### config.mk
export PLATFORM = sky130hd
export DESIGN_NAME = pipe_skid_reg
export DESIGN_NICKNAME = d
export VERILOG_FILES = /design/src/rtl/pipe_skid_reg.sv
export SDC_FILE = /design/constraint.sdc
export NUM_CORES = 1
export LEC_CHECK = 0
export BUFFER_PORTS_ARGS = -buffer_cell sky130_fd_sc_hd__buf_2
export CORE_MARGIN = 5
export CORE_UTILIZATION = 58
export DETAILED_ROUTE_END_ITERATION = 10
export PLACE_DENSITY = 0.95
export SYNTH_ARGS = -nofsm -noshare
export SYNTH_HDL_FRONTEND = slang
export SYNTH_SLANG_ARGS = --single-unit
### constraint.sdc
create_clock -name clock -period 4.65 [get_ports clock]
set_clock_uncertainty 0.2 [all_clocks]
set_input_delay 0.93 -clock clock [delete_from_list [all_inputs] [get_ports clock]]
set_output_delay 0.93 -clock clock [all_outputs]
set_load 0.01 [all_outputs]
### src/rtl/pipe_skid_reg.sv
// Elastic pipeline stage register with valid/ready handshake, optional one-entry
// skid buffer (registered in_ready), synchronous flush and a saturating stall counter.
module pipe_skid_reg #(
    parameter int unsigned DATA_W  = 96,
    parameter int unsigned SKID    = 1,
    parameter int unsigned STALL_W = 16
) (
    input  logic               clock,
    input  logic               reset,
    input  logic               flush,
    input  logic               in_valid,
    output logic               in_ready,
    input  logic [DATA_W-1:0]  in_data,
    output logic               out_valid,
    input  logic               out_ready,
    output logic [DATA_W-1:0]  out_data,
    output logic [1:0]         occupancy,
    output logic [STALL_W-1:0] stall_cycles
);

    typedef enum logic [1:0] {
        ST_EMPTY     = 2'd0,
        ST_FULL      = 2'd1,
        ST_SKID_FULL = 2'd2
    } state_e;

    state_e              state_q, state_d;
    logic [DATA_W-1:0]   main_q, main_d;
    logic [DATA_W-1:0]   skid_q, skid_d;
    logic [STALL_W-1:0]  stall_q, stall_d;
    logic                rdy_q, rdy_d;
    logic                in_fire, out_fire;

    assign out_valid    = (state_q != ST_EMPTY);
    assign out_data     = main_q;
    assign stall_cycles = stall_q;

    // Skid mode exposes a registered ready so out_ready never reaches in_ready.
    always_comb begin
        if (SKID != 0) in_ready = rdy_q;
        else           in_ready = out_ready || !out_valid;
    end

    assign in_fire  = in_valid && in_ready;
    assign out_fire = out_valid && out_ready;

    always_comb begin
        case (state_q)
            ST_EMPTY:     occupancy = 2'd0;
            ST_FULL:      occupancy = 2'd1;
            ST_SKID_FULL: occupancy = 2'd2;
            default:      occupancy = 2'd0;
        endcase
    end

    always_comb begin
        state_d = state_q;
        main_d  = main_q;
        skid_d  = skid_q;
        stall_d = stall_q;

        if (out_valid && !out_ready && (stall_q != '1)) begin
            stall_d = stall_q + STALL_W'(1);
        end

        case (state_q)
            ST_EMPTY: begin
                if (in_fire) begin
                    state_d = ST_FULL;
                    main_d  = in_data;
                end
            end
            ST_FULL: begin
                if (in_fire && out_fire) begin
                    main_d = in_data;
                end else if (in_fire) begin
                    state_d = ST_SKID_FULL;
                    skid_d  = in_data;
                end else if (out_fire) begin
                    state_d = ST_EMPTY;
                    main_d  = '0;
                end
            end
            ST_SKID_FULL: begin
                if (out_fire) begin
                    state_d = ST_FULL;
                    main_d  = skid_q;
                    skid_d  = '0;
                end
            end
            default: begin
                state_d = ST_EMPTY;
                main_d  = '0;
                skid_d  = '0;
            end
        endcase

        // Flush and reset override any handshake decided above.
        if (reset || flush) begin
            state_d = ST_EMPTY;
            main_d  = '0;
            skid_d  = '0;
        end
        if (reset) begin
            stall_d = '0;
        end

        rdy_d = (state_d != ST_SKID_FULL);
    end

    always_ff @(posedge clock) begin
        state_q <= state_d;
        main_q  <= main_d;
        skid_q  <= skid_d;
        stall_q <= stall_d;
        rdy_q   <= rdy_d;
    end

endmodule

# ---- Yosys cells after proc, flatten, opt, wreduce, memory -nomap -nowiden
# Index checks and enable logic that the tools add are counted.
dict set report classes {
  n_bitwise 1
  muxes 16
  add_sub_neg 1
  n_reduce_logical 11
  eq_ne 10
}
# op n
set ops {}
lappend ops {{$mux 96} 6}
lappend ops {{$pmux 96 s3} 2}
lappend ops {{$add 16x1->16 const B} 1}
lappend ops {{$ne 16x16->1 const B} 1}
lappend ops {{$mux 2} 6}
lappend ops {{$ne 2x2->1 const B} 5}
lappend ops {{$reduce_and 4->1} 2}
lappend ops {{$ne 3x3->1 const B} 2}
lappend ops {{$pmux 2 s3} 1}
lappend ops {{$logic_and 1x1->1} 5}
lappend ops {{$pmux 2 s2} 1}
lappend ops {{$eq 2x1->1 const B} 1}
lappend ops {{$eq 2x2->1 const B} 1}
lappend ops {{$logic_not 2->1} 1}
lappend ops {{$reduce_bool 2->1} 1}
lappend ops {{$logic_not 1->1} 1}
lappend ops {{$logic_or 1x1->1} 1}
lappend ops {{$not 1->1} 1}
dict set report totals {
  output_inout_bits 116
  elab_cells 44
  input_bits 101
  register_bits 211
}

# ---- Depth between registers and ports, before layout
dict set report logic_depth {
  ltp_word 8
  depth_mapped 8
  mapped_depth_nobuf 5
}

# ---- Worst setup path after synthesis
# No wires, ideal clock.
dict set report synth_timing {
  path_kind {input port to flip-flop}
  from {input port flush}
  to {register main_q[10], in the netlist out_data[10]}
  path_slack_ps 2109
  stages 6
  setup_time_ps 59
  t_arrival_ps 2282
  required_time_ps 4391
  path_cell_list {or2_2 buf_2 nor2_1 buf_2 clkbuf_1 a221o_1}
}
dict set report synth_via {
  elab_chain_len 1
}
# item line
set synth_rtl {}
lappend synth_rtl {{start, declared} 10} ;# input logic flush,
lappend synth_rtl {{$logic_or 1x1->1} 99} ;# if (reset || flush) begin
lappend synth_rtl {{end signal, assigned} 113} ;# main_q <= main_d;
lappend synth_rtl {{end, declared} 28} ;# logic [DATA_W-1:0] main_q, main_d;
# Every way passes these cells.
# A chain may end at the register's enable or synchronous reset.

# ---- Worst setup path after layout
dict set report layout_timing {
  from {register state_q[0]}
  to {output port occupancy[0]}
}
dict set report layout_via {
  elab_chain_len 2
}
# item line
set layout_rtl {}
lappend layout_rtl {{start, declared} 27} ;# state_e state_q, state_d;
lappend layout_rtl {{start signal, assigned} 112} ;# state_q <= state_d;
lappend layout_rtl {{$eq 2x2->1 / $eq 2x1->1 (equally long branches)} 48} ;# case (state_q)
lappend layout_rtl {{$pmux 2 s2 *} 48}
lappend layout_rtl {{end, declared} 17} ;# output logic [1:0] occupancy,
# Mark *: on every way between the ends. The rest lies on a longest branch, timed or not.

==> results_dict.tcl <==
set metrics [dict create \
    finalPower_mw 3.97 \
    cts_buffers 22 \
    start_util 0.586 \
    drt-initial-drc-count 855 \
    multiInputGateArea_um2 4660 \
    slowest_delay_ns 0.71 \
    critPathBufInv 1 \
    ys_warn_count 0 \
    clock_path_buffers 3 \
    worst_slack_ns 1.55 \
    powerDensity_nw_per_um2 359 \
    worstSetupEndpointType "output pin" \
    ir_worst_vdd_mv 0.253 \
    setup_viol 0 \
    io_pins 217 \
    yosysSeqAreaShare 0.457 \
    busiest_layer "met2" \
    coreArea_um2 15800 \
    critical-path-top-delay-family "simple AND/OR/NAND/NOR gates" \
    totalWireLength_mm 24.7 \
    cts_post_setup_buffers_inserted 0 \
    worstReg2RegStart "state_q[1]" \
    grt_pass1_vias 7903 \
    cts_tree "done" \
    seq_area_um2 4220 \
    routedWlPerCell_um 18.0 \
    grt.met1_usage 0.335 \
    syn_area_um2 9250 \
    tightest_slew_ns 1.09 \
    crit_type "reg -> out" \
    hold_class "reg -> reg" \
    grt_max_degree 99 \
    syn_avg_cell_area_um2 9.41 \
    dpl_worst_slack_ns 1.42 \
    path_clk_slew_ns 0.06 \
    ys_types 38 \
    grtUsageMet2 0.408 \
    die_x_um 136 \
    clock_latency_ns 0.49 \
    cp-start-kind "flip-flop" \
    cap_viol_max_count 0 \
    cts_sinks 211 \
    drc 0 \
    crit_fanout 36 \
    via_per_inst 6.12 \
    fillCellCount 1185 \
    globalplace.congestion 0.843 \
    syn_nets 1085 \
    placed_area_um2 10300 \
    grtUsageTotal 0.251 \
    max_slew_margin 0.272 \
    io_buffers 216 \
    worstPathRequired_ns 3.52 \
    drive_gt1_frac 0.240 \
    use_met3 0.0459 \
    slowest_stage "nor2b_4" \
    rows 46 \
    die_h_um 136 \
    setup_tns_ns 0 \
    hold_viol 0 \
    p_leak_nw 4.57 \
    netlist_instances 983 \
    fin_crit_ns 3.10 \
    finalMaxSlewViolations 0 \
    cts-hold-fix-buffers 0 \
    grt_overflow 0 \
    fin_area_um2 11000 \
    rsz0062_at_grt "no" \
    dr.pass1.iters 5 \
    antenna_left 0 \
    place_hpwl_mm 15.3 \
    areaGrowthSynthToFinish_pct 19.5 \
    vias 8403 \
    fmax_mhz 322 \
    hold_start "out_data[32]" \
    die_area_um2 18600 \
    ys_ff_latch 211 \
    worstPathArrival_ns 1.97 \
    grt_first_pass_wirelength_mm 39.2 \
    status "complete, no violations" \
    ctsHtreeMaxLevel 1 \
    nNetsFinal 1243 \
    crit_path_cell_trace "nor2b_4 -> buf_2" \
    ctsResizeCount 0 \
    finalCritPeriodShare 0.667 \
    root_buffer "clkbuf_16" \
    antennaDiodeCount 0 \
    startpoint "state_q[0]" \
    grt_antenna_before_repair 1 \
]
[routing by layer]
layer,wire length (um),part of all wire,up-vias
li1,-,-,3885
met1,10100,0.41,4054
met2,11800,0.48,392
met3,1980,0.080,70
met4,755,0.031,2
met5,13,0.00053,-
[cell type report]
type,instances,share of cell area
clock inverters,6,0.00294
well taps,216,0.0245
flip-flops and latches,211,0.382
repair buffers,225,0.106
inverters,3,0.00102
clock buffers,33,0.0609
multi-input cells,678,0.422
[layout by cell type, fill, tap and decap left out, drive strengths merged, types with 3 or more instances in the layout]
master / n
and2: 97
nor2b: 8
clkinv: 5
nand4: 7
dfxtp: 211
a21oi: 12
mux2: 6
nand2b: 3
buf: 225
nand2: 7
nand3: 7
o31ai: 6
clkbuf: 33
mux2i: 97
a221o: 96
a22oi: 96
or3: 6
or4: 5
inv: 3
nor2: 201
nor4: 6
[where the power goes]
group / total, mW / internal (mW) / switching [mW]
Combinational: 0.387 / 0.161 / 0.226
Sequential: 1.88 / 1.85 / 0.0288
Clock: 1.70 / 0.998 / 0.703
Total: 3.97 / 3.01 / 0.958
[through the flow]
stage	hold slack (ns)	utilization	std cells
floorplan	0.261	-	983
global placement	0.265	0.656	1333
detailed placement	0.267	0.656	1333
CTS	0.284	0.700	1372
global route	0.293	0.700	1372
finish	0.281	0.700	1372
[synthesized netlist by cell type]
| cell | count | area share |
|---|---|---|
| nand3_1 | 7 | 0.0038 |
| a21o_1 | 1 | 0.00081 |
| inv_1 | 3 | 0.0012 |
| and2_1 | 97 | 0.066 |
| o31ai_1 | 6 | 0.0049 |
| nor2b_1 | 8 | 0.0054 |
| and3b_1 | 2 | 0.0019 |
| a21oi_1 | 11 | 0.0060 |
| and3_1 | 1 | 0.00068 |
| and4_1 | 1 | 0.00095 |
| buf_4 | 5 | 0.0041 |
| o2111ai_1 | 1 | 0.00095 |
| ha_1 | 1 | 0.0014 |
| o21bai_1 | 1 | 0.00081 |
| nor2_1 | 201 | 0.082 |
| a22oi_1 | 96 | 0.078 |
| a31oi_1 | 1 | 0.00068 |
| nor4_1 | 5 | 0.0034 |
| mux2i_1 | 97 | 0.11 |
| or3_1 | 6 | 0.0041 |
| or2_2 | 2 | 0.0014 |
| nand3b_1 | 1 | 0.00081 |
| buf_2 | 21 | 0.011 |
| a21oi_4 | 1 | 0.0018 |
| nor3_1 | 2 | 0.0011 |
| buf_1 | 1 | 0.00041 |
| o21ba_2 | 1 | 0.0011 |
| o22a_1 | 1 | 0.00095 |
| nand2_1 | 7 | 0.0028 |
| nand4_1 | 7 | 0.0047 |
| or4_1 | 5 | 0.0041 |
| clkbuf_1 | 64 | 0.026 |
| nor4_2 | 1 | 0.0014 |
| dfxtp_1 | 211 | 0.46 |
| o21ai_0 | 2 | 0.0011 |
| a221o_1 | 96 | 0.10 |
| mux2_2 | 6 | 0.0073 |
| nand2b_1 | 3 | 0.0020 |
[worst paths after layout]
path | endpoint | slack (ns) | cells past startpoint
max | occupancy[0] | 1.55 | 2
min | out_data[32] | 0.28 | 1
max reg2reg | out_data[6] | 1.94 | 5
min reg2reg | out_data[32] | 0.28 | 1
[registers in the layout, summed over array words and instances, names as in the netlist]
register      count
stall_cycles     16
state_q           2
skid_q           96
out_data         96
in_ready          1
[cells by family (layout without fill, tap and decap cells)]
| logic type | Yosys count | count (layout) | synth area share |
|---|---|---|---|
| AOI/OAI and AO/OA | 218 | 218 | 0.201 |
| buffers and inverters | 94 | 267 | 0.0430 |
| and+or+nand+nor | 356 | 356 | 0.186 |
| adders and majority gates | 1 | 1 | 0.00135 |
| muxes | 103 | 103 | 0.112 |
| DFF | 211 | 211 | 0.457 |
Power figures use the tool's default switching activity.
